===== src/rtl/motor_ramp_ctrl.sv =====
// Command stage in front of the PWM driver: latches speed/direction commands,
// slew-limits duty and reverses only through ramp-to-zero plus a dead time.
module motor_ramp_ctrl #(
   parameter int RAMP_DIV    = 250,
   parameter int STEP        = 4,
   parameter int DEAD_CYCLES = 50,
   parameter int DUTY_MAX    = 255
) (
   input  logic       clk,
   input  logic       reset,
   input  logic       cmd_valid,
   output logic       cmd_ready,
   input  logic [7:0] cmd_duty,
   input  logic       cmd_dir,
   input  logic       cmd_brake,
   input  logic       cmd_enable,
   input  logic       estop,
   output logic [7:0] duty_cycle,
   output logic       direction,
   output logic       motorbrake,
   output logic       pwm_en,
   output logic       busy
);

   localparam int PW = (RAMP_DIV > 1) ? $clog2(RAMP_DIV) : 1;
   localparam int DW = (DEAD_CYCLES > 1) ? $clog2(DEAD_CYCLES) : 1;
   localparam logic [PW-1:0] PRESC_LAST = PW'(RAMP_DIV - 1);
   localparam logic [DW-1:0] DEAD_LAST  = DW'(DEAD_CYCLES - 1);
   localparam logic [7:0]    DMAX       = (DUTY_MAX > 255) ? 8'd255 : 8'(DUTY_MAX);
   localparam logic [7:0]    STEP8      = (STEP > 255) ? 8'd255 : 8'(STEP);

   typedef enum logic [2:0] {
      ST_IDLE,
      ST_RUN,
      ST_REVERSE,
      ST_DEAD,
      ST_BRAKE
   } state_t;

   state_t        r_state;
   logic [PW-1:0] r_presc;
   logic [DW-1:0] r_dead_cnt;
   logic [7:0]    r_target;
   logic          r_pend_dir;
   logic [7:0]    r_duty;
   logic          r_dir;
   logic          r_brake;
   logic          r_pwm_en;
   logic          r_busy;

   state_t        w_state_next;
   logic [DW-1:0] w_dead_next;
   logic [7:0]    w_target_next;
   logic          w_pend_next;
   logic [7:0]    w_duty_next;
   logic          w_dir_next;
   logic          w_brake_next;
   logic          w_pwm_en_next;
   logic          w_busy_next;

   logic          w_tick;
   logic          w_accept;
   logic [7:0]    w_cmd_target;
   logic [7:0]    w_tgt_eff;
   logic [7:0]    w_duty_down;

   // Move one STEP toward the target, landing exactly on it when closer than STEP.
   function automatic logic [7:0] f_ramp_toward(input logic [7:0] cur, input logic [7:0] tgt);
      logic [7:0] res;
      res = cur;
      if (cur < tgt) begin
         res = ((tgt - cur) > STEP8) ? (cur + STEP8) : tgt;
      end else if (cur > tgt) begin
         res = ((cur - tgt) > STEP8) ? (cur - STEP8) : tgt;
      end
      return res;
   endfunction

   assign w_tick       = (r_presc == PRESC_LAST);
   assign cmd_ready    = !reset && ((r_state == ST_IDLE) || (r_state == ST_RUN) || (r_state == ST_BRAKE));
   assign w_accept     = cmd_valid && cmd_ready;
   assign w_cmd_target = (cmd_duty > DMAX) ? DMAX : cmd_duty;
   assign w_tgt_eff    = w_accept ? w_cmd_target : r_target;
   assign w_duty_down  = (r_duty > STEP8) ? (r_duty - STEP8) : 8'd0;

   always_ff @(posedge clk) begin
      if (reset) begin
         r_presc <= '0;
      end else if (w_tick) begin
         r_presc <= '0;
      end else begin
         r_presc <= r_presc + 1'b1;
      end
   end

   always_comb begin
      w_state_next  = r_state;
      w_dead_next   = r_dead_cnt;
      w_target_next = r_target;
      w_pend_next   = r_pend_dir;
      w_duty_next   = r_duty;
      w_dir_next    = r_dir;
      w_brake_next  = r_brake;
      w_pwm_en_next = r_pwm_en;

      if (estop) begin
         // Emergency stop overrides everything; commands are still handshaken but ignored.
         w_state_next  = ST_BRAKE;
         w_duty_next   = 8'd0;
         w_brake_next  = 1'b1;
         w_pwm_en_next = 1'b1;
      end else begin
         unique case (r_state)
            ST_IDLE: begin
               w_duty_next   = 8'd0;
               w_pwm_en_next = 1'b0;
               w_brake_next  = 1'b0;
               if (w_accept && cmd_enable) begin
                  w_target_next = w_cmd_target;
                  w_pwm_en_next = 1'b1;
                  if (cmd_brake) begin
                     w_state_next = ST_BRAKE;
                     w_brake_next = 1'b1;
                  end else begin
                     w_state_next = ST_RUN;
                     w_dir_next   = cmd_dir;
                  end
               end
            end

            ST_RUN: begin
               if (w_accept && !cmd_enable) begin
                  w_state_next  = ST_IDLE;
                  w_duty_next   = 8'd0;
                  w_pwm_en_next = 1'b0;
               end else if (w_accept && cmd_brake) begin
                  w_state_next  = ST_BRAKE;
                  w_duty_next   = 8'd0;
                  w_brake_next  = 1'b1;
                  w_pwm_en_next = 1'b1;
               end else if (w_accept && (cmd_dir != r_dir)) begin
                  w_target_next = w_cmd_target;
                  w_pend_next   = cmd_dir;
                  if (r_duty != 8'd0) begin
                     w_state_next = ST_REVERSE;
                  end else begin
                     w_state_next  = ST_DEAD;
                     w_pwm_en_next = 1'b0;
                     w_dead_next   = '0;
                  end
               end else begin
                  w_target_next = w_tgt_eff;
                  if (w_tick) begin
                     w_duty_next = f_ramp_toward(r_duty, w_tgt_eff);
                  end
               end
            end

            ST_REVERSE: begin
               // The bridge is switched off on the same edge duty reaches zero.
               if (r_duty == 8'd0) begin
                  w_state_next  = ST_DEAD;
                  w_pwm_en_next = 1'b0;
                  w_dead_next   = '0;
               end else if (w_tick) begin
                  w_duty_next = w_duty_down;
                  if (w_duty_down == 8'd0) begin
                     w_state_next  = ST_DEAD;
                     w_pwm_en_next = 1'b0;
                     w_dead_next   = '0;
                  end
               end
            end

            ST_DEAD: begin
               w_duty_next   = 8'd0;
               w_pwm_en_next = 1'b0;
               w_brake_next  = 1'b0;
               if (r_dead_cnt == DEAD_LAST) begin
                  w_state_next  = ST_RUN;
                  w_dir_next    = r_pend_dir;
                  w_pwm_en_next = 1'b1;
               end else begin
                  w_dead_next = r_dead_cnt + 1'b1;
               end
            end

            ST_BRAKE: begin
               w_duty_next   = 8'd0;
               w_brake_next  = 1'b1;
               w_pwm_en_next = 1'b1;
               if (w_accept && !cmd_enable) begin
                  w_state_next  = ST_IDLE;
                  w_brake_next  = 1'b0;
                  w_pwm_en_next = 1'b0;
               end else if (w_accept && !cmd_brake) begin
                  w_state_next  = ST_DEAD;
                  w_brake_next  = 1'b0;
                  w_pwm_en_next = 1'b0;
                  w_dead_next   = '0;
                  w_pend_next   = cmd_dir;
                  w_target_next = w_cmd_target;
               end
            end

            default: begin
               w_state_next  = ST_IDLE;
               w_duty_next   = 8'd0;
               w_pwm_en_next = 1'b0;
               w_brake_next  = 1'b0;
            end
         endcase
      end

      w_busy_next = (w_state_next == ST_REVERSE) || (w_state_next == ST_DEAD) ||
                    ((w_state_next == ST_RUN) && (w_duty_next != w_target_next));
   end

   always_ff @(posedge clk) begin
      if (reset) begin
         r_state    <= ST_IDLE;
         r_dead_cnt <= '0;
         r_target   <= 8'd0;
         r_pend_dir <= 1'b1;
         r_duty     <= 8'd0;
         r_dir      <= 1'b1;
         r_brake    <= 1'b0;
         r_pwm_en   <= 1'b0;
         r_busy     <= 1'b0;
      end else begin
         r_state    <= w_state_next;
         r_dead_cnt <= w_dead_next;
         r_target   <= w_target_next;
         r_pend_dir <= w_pend_next;
         r_duty     <= w_duty_next;
         r_dir      <= w_dir_next;
         r_brake    <= w_brake_next;
         r_pwm_en   <= w_pwm_en_next;
         r_busy     <= w_busy_next;
      end
   end

   assign duty_cycle = r_duty;
   assign direction  = r_dir;
   assign motorbrake = r_brake;
   assign pwm_en     = r_pwm_en;
   assign busy       = r_busy;

endmodule

===== config.mk =====
export PLATFORM = sky130hd
export DESIGN_NAME = motor_ramp_ctrl
export DESIGN_NICKNAME = d
export VERILOG_FILES = /design/src/rtl/motor_ramp_ctrl.sv
export SDC_FILE = /design/constraint.sdc
export NUM_CORES = 1
export LEC_CHECK = 0
export ABC_AREA = 1
export BUFFER_PORTS_ARGS = -buffer_cell sky130_fd_sc_hd__buf_2
export CELL_PAD_IN_SITES_DETAIL_PLACEMENT = 1
export CELL_PAD_IN_SITES_GLOBAL_PLACEMENT = 2
export CORE_MARGIN = 2
export CORE_UTILIZATION = 29
export CTS_CLUSTER_SIZE = 10
export DETAILED_ROUTE_END_ITERATION = 8
export GPL_TIMING_DRIVEN = 1
export PLACE_DENSITY = 0.86
export SLEW_MARGIN = 20
export SYNTH_ARGS = -nofsm -noshare
export SYNTH_HDL_FRONTEND = slang
export SYNTH_SLANG_ARGS = --single-unit

===== constraint.sdc =====
create_clock -name clk -period 3.13 [get_ports clk]
set_input_delay 0 -clock clk [delete_from_list [all_inputs] [get_ports clk]]
set_output_delay 0 -clock clk [all_outputs]
set_load 0.01 [all_outputs]

# Word-level counts from Yosys, hierarchy flattened
# Cells that the tools add are included.
# word_totals
ff_bits,38
in_bits,15
out_inout_bits,13
word_cells,158
# op_classes
n_addsub,6
n_lt_le_gt_ge,6
n_eq_ne,30
mux,77
bitwise_logic,1
reduce_logical,28
# ops
cell,count
$mux 8,21
$mux 6,10
$mux 3,12
$mux 1,26
$gt 8x3->1 const B,3
$pmux 6 s4,1
$pmux 8 s3,1
$logic_not 8->1,2
$ne 2x2->1 const B,8
$pmux 8 s2,1
$sub 8x8->8,2
$pmux 3 s5,1
$eq 3x2->1 const B,4
$reduce_and 11->1,1
$ne 3x3->1 const B,3
$add 8x1->8 const B,1
$add 8x3->8 const B,1
$eq 8x8->1 const B,1
$gt 8x8->1,1
$gt 8x8->1 const B,1
$logic_and 1x1->1,8
$lt 8x8->1,1
$ne 4x4->1 const B,2
$ne 8x8->1,1
25 further kinds,35

# Longest topological paths before layout
# depth
ltp_word,20
depth_mapped,35

# Least setup slack after synthesis
# Ideal clock, no wire load.
# synth_timing
kind,register to register
startpoint,reg r_state[0]
endpoint,reg r_busy (netlist: busy)
arrival_ns,3.289
setup_slack_ns,-0.291
stages_incl_launch_ff,31
path_buffers,2
synth_period_minus_slack_ns,3.421
cell_sequence,dfxtp_1 -> inv_2 -> o21ai_2 -> nor2_2 -> nand2_2 -> buf_6 -> buf_2 -> nand2_1 -> o21ai_1 -> inv_2 -> ha_1 -> inv_1 -> fa_1 -> o21ai_0 -> nand3_1 -> nor2_2 -> nand2_1 -> nand2_1 -> nor2_1 -> nor3_1 -> nand2_1 -> nand2_1 -> nand2_1 -> nand2_1 -> nand2_1 -> nand2_1 -> nand2_1 -> nor2_1 -> nand2_1 -> nand2_1 -> a21oi_1
# synth_between
elab_chain_len,20
# synth_rtl
item,line,source
"start, declared",40,state_t r_state;
"start signal, assigned",231,r_state <= w_state_next;
$eq 3x1->1 / $logic_not 3->1 (equally long branches),80,assign cmd_ready = !reset && ((r_state == ST_IDLE) || (r_state == ST_RUN) || (r_state == ST_BRAKE));
$logic_or 1x1->1,80,
$logic_or 1x1->1 *,80,
$logic_and 1x1->1 *,80,
named net cmd_ready,12,"output logic cmd_ready,"
$logic_and 1x1->1 *,81,assign w_accept = cmd_valid && cmd_ready;
$mux 8,83,assign w_tgt_eff = w_accept ? w_cmd_target : r_target;
$sub 8x8->8,74,res = ((cur - tgt) > STEP8) ? (cur - STEP8) : tgt;
[... 5 more ...],n/a,
$mux 8,141,end else if (w_accept && (cmd_dir != r_dir)) begin
$mux 8,136,end else if (w_accept && cmd_brake) begin
$mux 8,132,if (w_accept && !cmd_enable) begin
$pmux 8 s2,113,unique case (r_state)
$mux 8,106,if (estop) begin
$ne 8x8->1,216,((w_state_next == ST_RUN) && (w_duty_next != w_target_next));
$logic_and 1x1->1,216,
$logic_or 1x1->1 *,215,w_busy_next = (w_state_next == ST_REVERSE) || (w_state_next == ST_DEAD) ||
"end signal, assigned",239,r_busy <= w_busy_next;
"end, declared",49,logic r_busy;
# The timed path passes the listed nets; every way through them passes the cells marked *.
# A chain may end at the register's enable or synchronous reset.

# Worst setup path after layout
# layout_timing
startpoint,reg r_state[2]
endpoint,reg r_busy (netlist: busy)
# layout_between
elab_chain_len,20
# layout_rtl
item,line
$eq 3x1->1 / $logic_not 3->1 (equally long branches),"80, 113"
$logic_or 1x1->1 (2 in a row),80
$logic_and 1x1->1,80
$logic_and 1x1->1,81
$mux 8,83
$sub 8x8->8,74
$gt 8x3->1,74
$mux 8,74
[... 3 more ...],n/a
$mux 8,141
$mux 8,136
$mux 8,132
$pmux 8 s2,113
$mux 8,106
$ne 8x8->1,216
$logic_and 1x1->1,216
$logic_or 1x1->1 *,215
# Mark *: on every way between the ends. The rest lies on a longest branch, timed or not.

==> impl_metrics.env <==
export IMPL_cts_hold_buffers_added=0
export IMPL_endpoint_kind="flop"
export IMPL_netlist_area_um2=3670
export IMPL_multiInputGateArea_um2=2880
export IMPL_tightest_slew_ns=0.531
export IMPL_cts_buffers=5
export IMPL_slew_violations=0
export IMPL_first_global_vias=4708
export IMPL_via_per_inst=4.90
export IMPL_cts_tree="built"
export IMPL_yosysSeqAreaShare_pct=20.7
export IMPL_top_level_ports=28
export IMPL_hp_class="primary input to flop"
export IMPL_netlist_top_cells_area="dfxtp_1 21%, nand2_1 20%, nand3_1 9.1%, inv_1 8.5%, ha_1 7.8%"
export IMPL_synth_edf_count=0
export IMPL_first_iter_violations=203
export IMPL_grt_pass1_wl_mm=22.8
export IMPL_maxSlewHeadroom_pct=64.4
export IMPL_initial_core_util_pct=29.4
export IMPL_nets=782
export IMPL_port_buffers=27
export IMPL_n_fill_cell=1638
export IMPL_cp_arrival_ns=3.78
export IMPL_grt_setup_unrepaired="yes"
export IMPL_clk_path_buf_depth=2
export IMPL_drc=0
export IMPL_power_density_nw_per_um2=311
export IMPL_wl_per_cell_um=15.6
export IMPL_diodes=0
export IMPL_async_flop_share_pct=0
export IMPL_area_growth_pct=42.9
export IMPL_synthCells=637
export IMPL_setup_violations=8
export IMPL_track_usage_pct=21.1
export IMPL_synth_top_area_share_pct=20.7
export IMPL_syn_area_per_cell_um2=5.76
export IMPL_startpoint_type="flop"
export IMPL_clkSinkCount=38
export IMPL_outcome="finished with violations"
export IMPL_maxCapViolCount=0
export IMPL_syn_nets=676
export IMPL_fin_worst_skew_ns=0.00793
export IMPL_finalCritPeriodShare_pct=116
export IMPL_grt_ovfl_total=0
export IMPL_die_y_um=116
export IMPL_grt_max_degree=27
export IMPL_hold_slack_ns=0.0190
export IMPL_hold_viol=0
export IMPL_rows=41
export IMPL_drt_pass1_iter_count=4
export IMPL_layout_min_cycle_time_ns=3.62
export IMPL_crit_fanout=6
export IMPL_register_area_um2=763
export IMPL_drtAntennaViolNets=0
export IMPL_fmax_ghz=0.276
export IMPL_wirelength_mm=14.2
export IMPL_slowest_stage="dfxtp_2"
export IMPL_ys_types=42
export IMPL_hpwlAfterDp_mm=10.7
export IMPL_cts_htree_levels=2
export IMPL_vias=4483
export IMPL_core_um2=12500
export IMPL_cts_root_buffer="clkbuf_16"
export IMPL_yosys_warnings=0
export IMPL_violations="negative setup slack"
export IMPL_yosys_area_top_type="dfxtp_1"
export IMPL_timing_final_ws_setup_ns=-0.495
export IMPL_total_leakage_power_nw=2.54
export IMPL_max_stage_delay_ns=0.33
export IMPL_timing_worst_setup_path_type="flop to flop"
export IMPL_place_congestion=0.889
export IMPL_worstPathRequired_ns=3.29
export IMPL_drive_gt1_share_pct=33.4
export IMPL_yosys_register_bits=38
export IMPL_clkTransAtPathRegs_ns=0.06
export IMPL_antenna_found_initial=0
export IMPL_chipWidth_um=116
export IMPL_ir_drop_mv=0.194
export IMPL_synth_flop_cell="dfxtp_1"
export IMPL_tns_ns=-1.74
export IMPL_fp_dieArea_um2=13600
export IMPL_clk_latency_ns=0.28
cell usage in the layout, fill, tap and decap left out, types with 5 or more instances in the layout:
cell / synthesis / routed
o211ai_1: 7 / 7
nor2_4: 3 / 8
nand3_2: 1 / 12
nand2_2: 4 / 35
nor2_2: 3 / 5
o21ai_0: 22 / 21
buf_2: 4 / 27
nand2_4: 0 / 8
nand4_1: 13 / 13
inv_2: 21 / 29
buf_6: 1 / 12
ha_1: 23 / 14
nand2_1: 193 / 155
ha_4: 0 / 8
a21oi_1: 22 / 18
o21ai_1: 11 / 6
nand3_1: 67 / 55
dfxtp_1: 38 / 36
buf_4: 2 / 69
xor2_1: 12 / 12
clkbuf_16: 0 / 5
nor2_1: 69 / 62
a21oi_2: 1 / 5
inv_1: 83 / 74
nor3_1: 6 / 5
per-stage QoR:
step                      util [%]  worst slack [ns]  cell area [um2]  cells  power (W)
final                         42.1            -0.495             5240    915    0.00163
after global routing          42.1            -0.734             5240    915    0.00173
after CTS                     40.5            -0.332             5050    910    0.00161
after detailed placement      36.1            -0.716             4500    888   0.000937
after global placement        36.1            -0.555             4500    888   0.000927
after floorplan                  -            -0.151             3740    637   0.000775
final timing paths:
| path | depth (start not counted) | slack, ns | from | to |
|---|---|---|---|---|
| setup / recovery | 32 | -0.49 | r_state[2]$_SDFF_PP0_ | busy$_SDFF_PP0_ |
| hold / removal | 3 | 0.02 | cmd_dir | r_pend_dir$_SDFFE_PP1P_ |
| setup reg to reg | 32 | -0.49 | r_state[2]$_SDFF_PP0_ | busy$_SDFF_PP0_ |
| hold reg to reg | 1 | 0.48 | r_presc[0]$_SDFF_PP0_ | r_presc[0]$_SDFF_PP0_ |
flip-flops by register name (all words and copies together), names as in the netlist:
signal and count:
duty_cycle 8, r_target 8, pwm_en 1, r_presc 8
r_pend_dir 1, direction 1, r_state 3, motorbrake 1
r_dead_cnt 6, busy 1
power by group:
group	switching (W)	total, W	internal [W]
logic	0.000316	0.000531	0.000215
registers	0.00000819	0.000504	0.000496
clock network	0.000201	0.000594	0.000393
total	0.000525	0.00163	0.00110
cell type report:
cell class                 instances  area share [%]
clock buffer                       6            2.65
clock inverter                     1           0.573
inverter                         107            7.73
multi-input combinational        482            55.0
sequential                        38            14.6
tap                              172            4.11
timing repair buffer             109            15.4
cells in the mapped netlist, drive strengths merged (5+ instances only):
library cell and number:
a21oi 23, buf 8, dfxtp 38, ha 23, inv 104, nand2 197
nand3 68, nand4 13, nor2 75, nor3 8, o211ai 7, o21ai 34
or2 5, xor2 12
critical path: cells and delay by family (launching register included):
family / cells / cell delay (ns)
AO/OA/AOI/OAI: 4 / 0.40
adder cells (fa/ha/maj): 1 / 0.27
buffers and inverters: 5 / 0.61
flip-flops: 1 / 0.33
AND/OR/NAND/NOR: 22 / 1.89
metal layers:
metal	track usage [%]	wire (um)	vias to the layer above	share of wire [%]
met5	0	0	-	0
met3	2.02	348	22	2.4
met4	7.06	280	0	2.0
met1	26.2	6250	2182	44
li1	-	-	2228	-
met2	38.2	7360	51	52
timing repair:
item,in CTS,in global routing
buffers inserted,14,5
setup endpoints to repair,9,9
pin swaps,33,40
cloned,1,0
gates resized for setup,60,49
cells by family after synthesis:
family | after synthesis | synth area share [%]
AOI/OAI and AO/OA | 74 | 11.4
xor gates and xnor gates | 14 | 3.34
adders and majority gates | 24 | 8.39
buffers and inverters | 118 | 12.6
DFF | 38 | 20.7
and+or+nand+nor | 369 | 43.5
(Power assumes the default switching activity.)
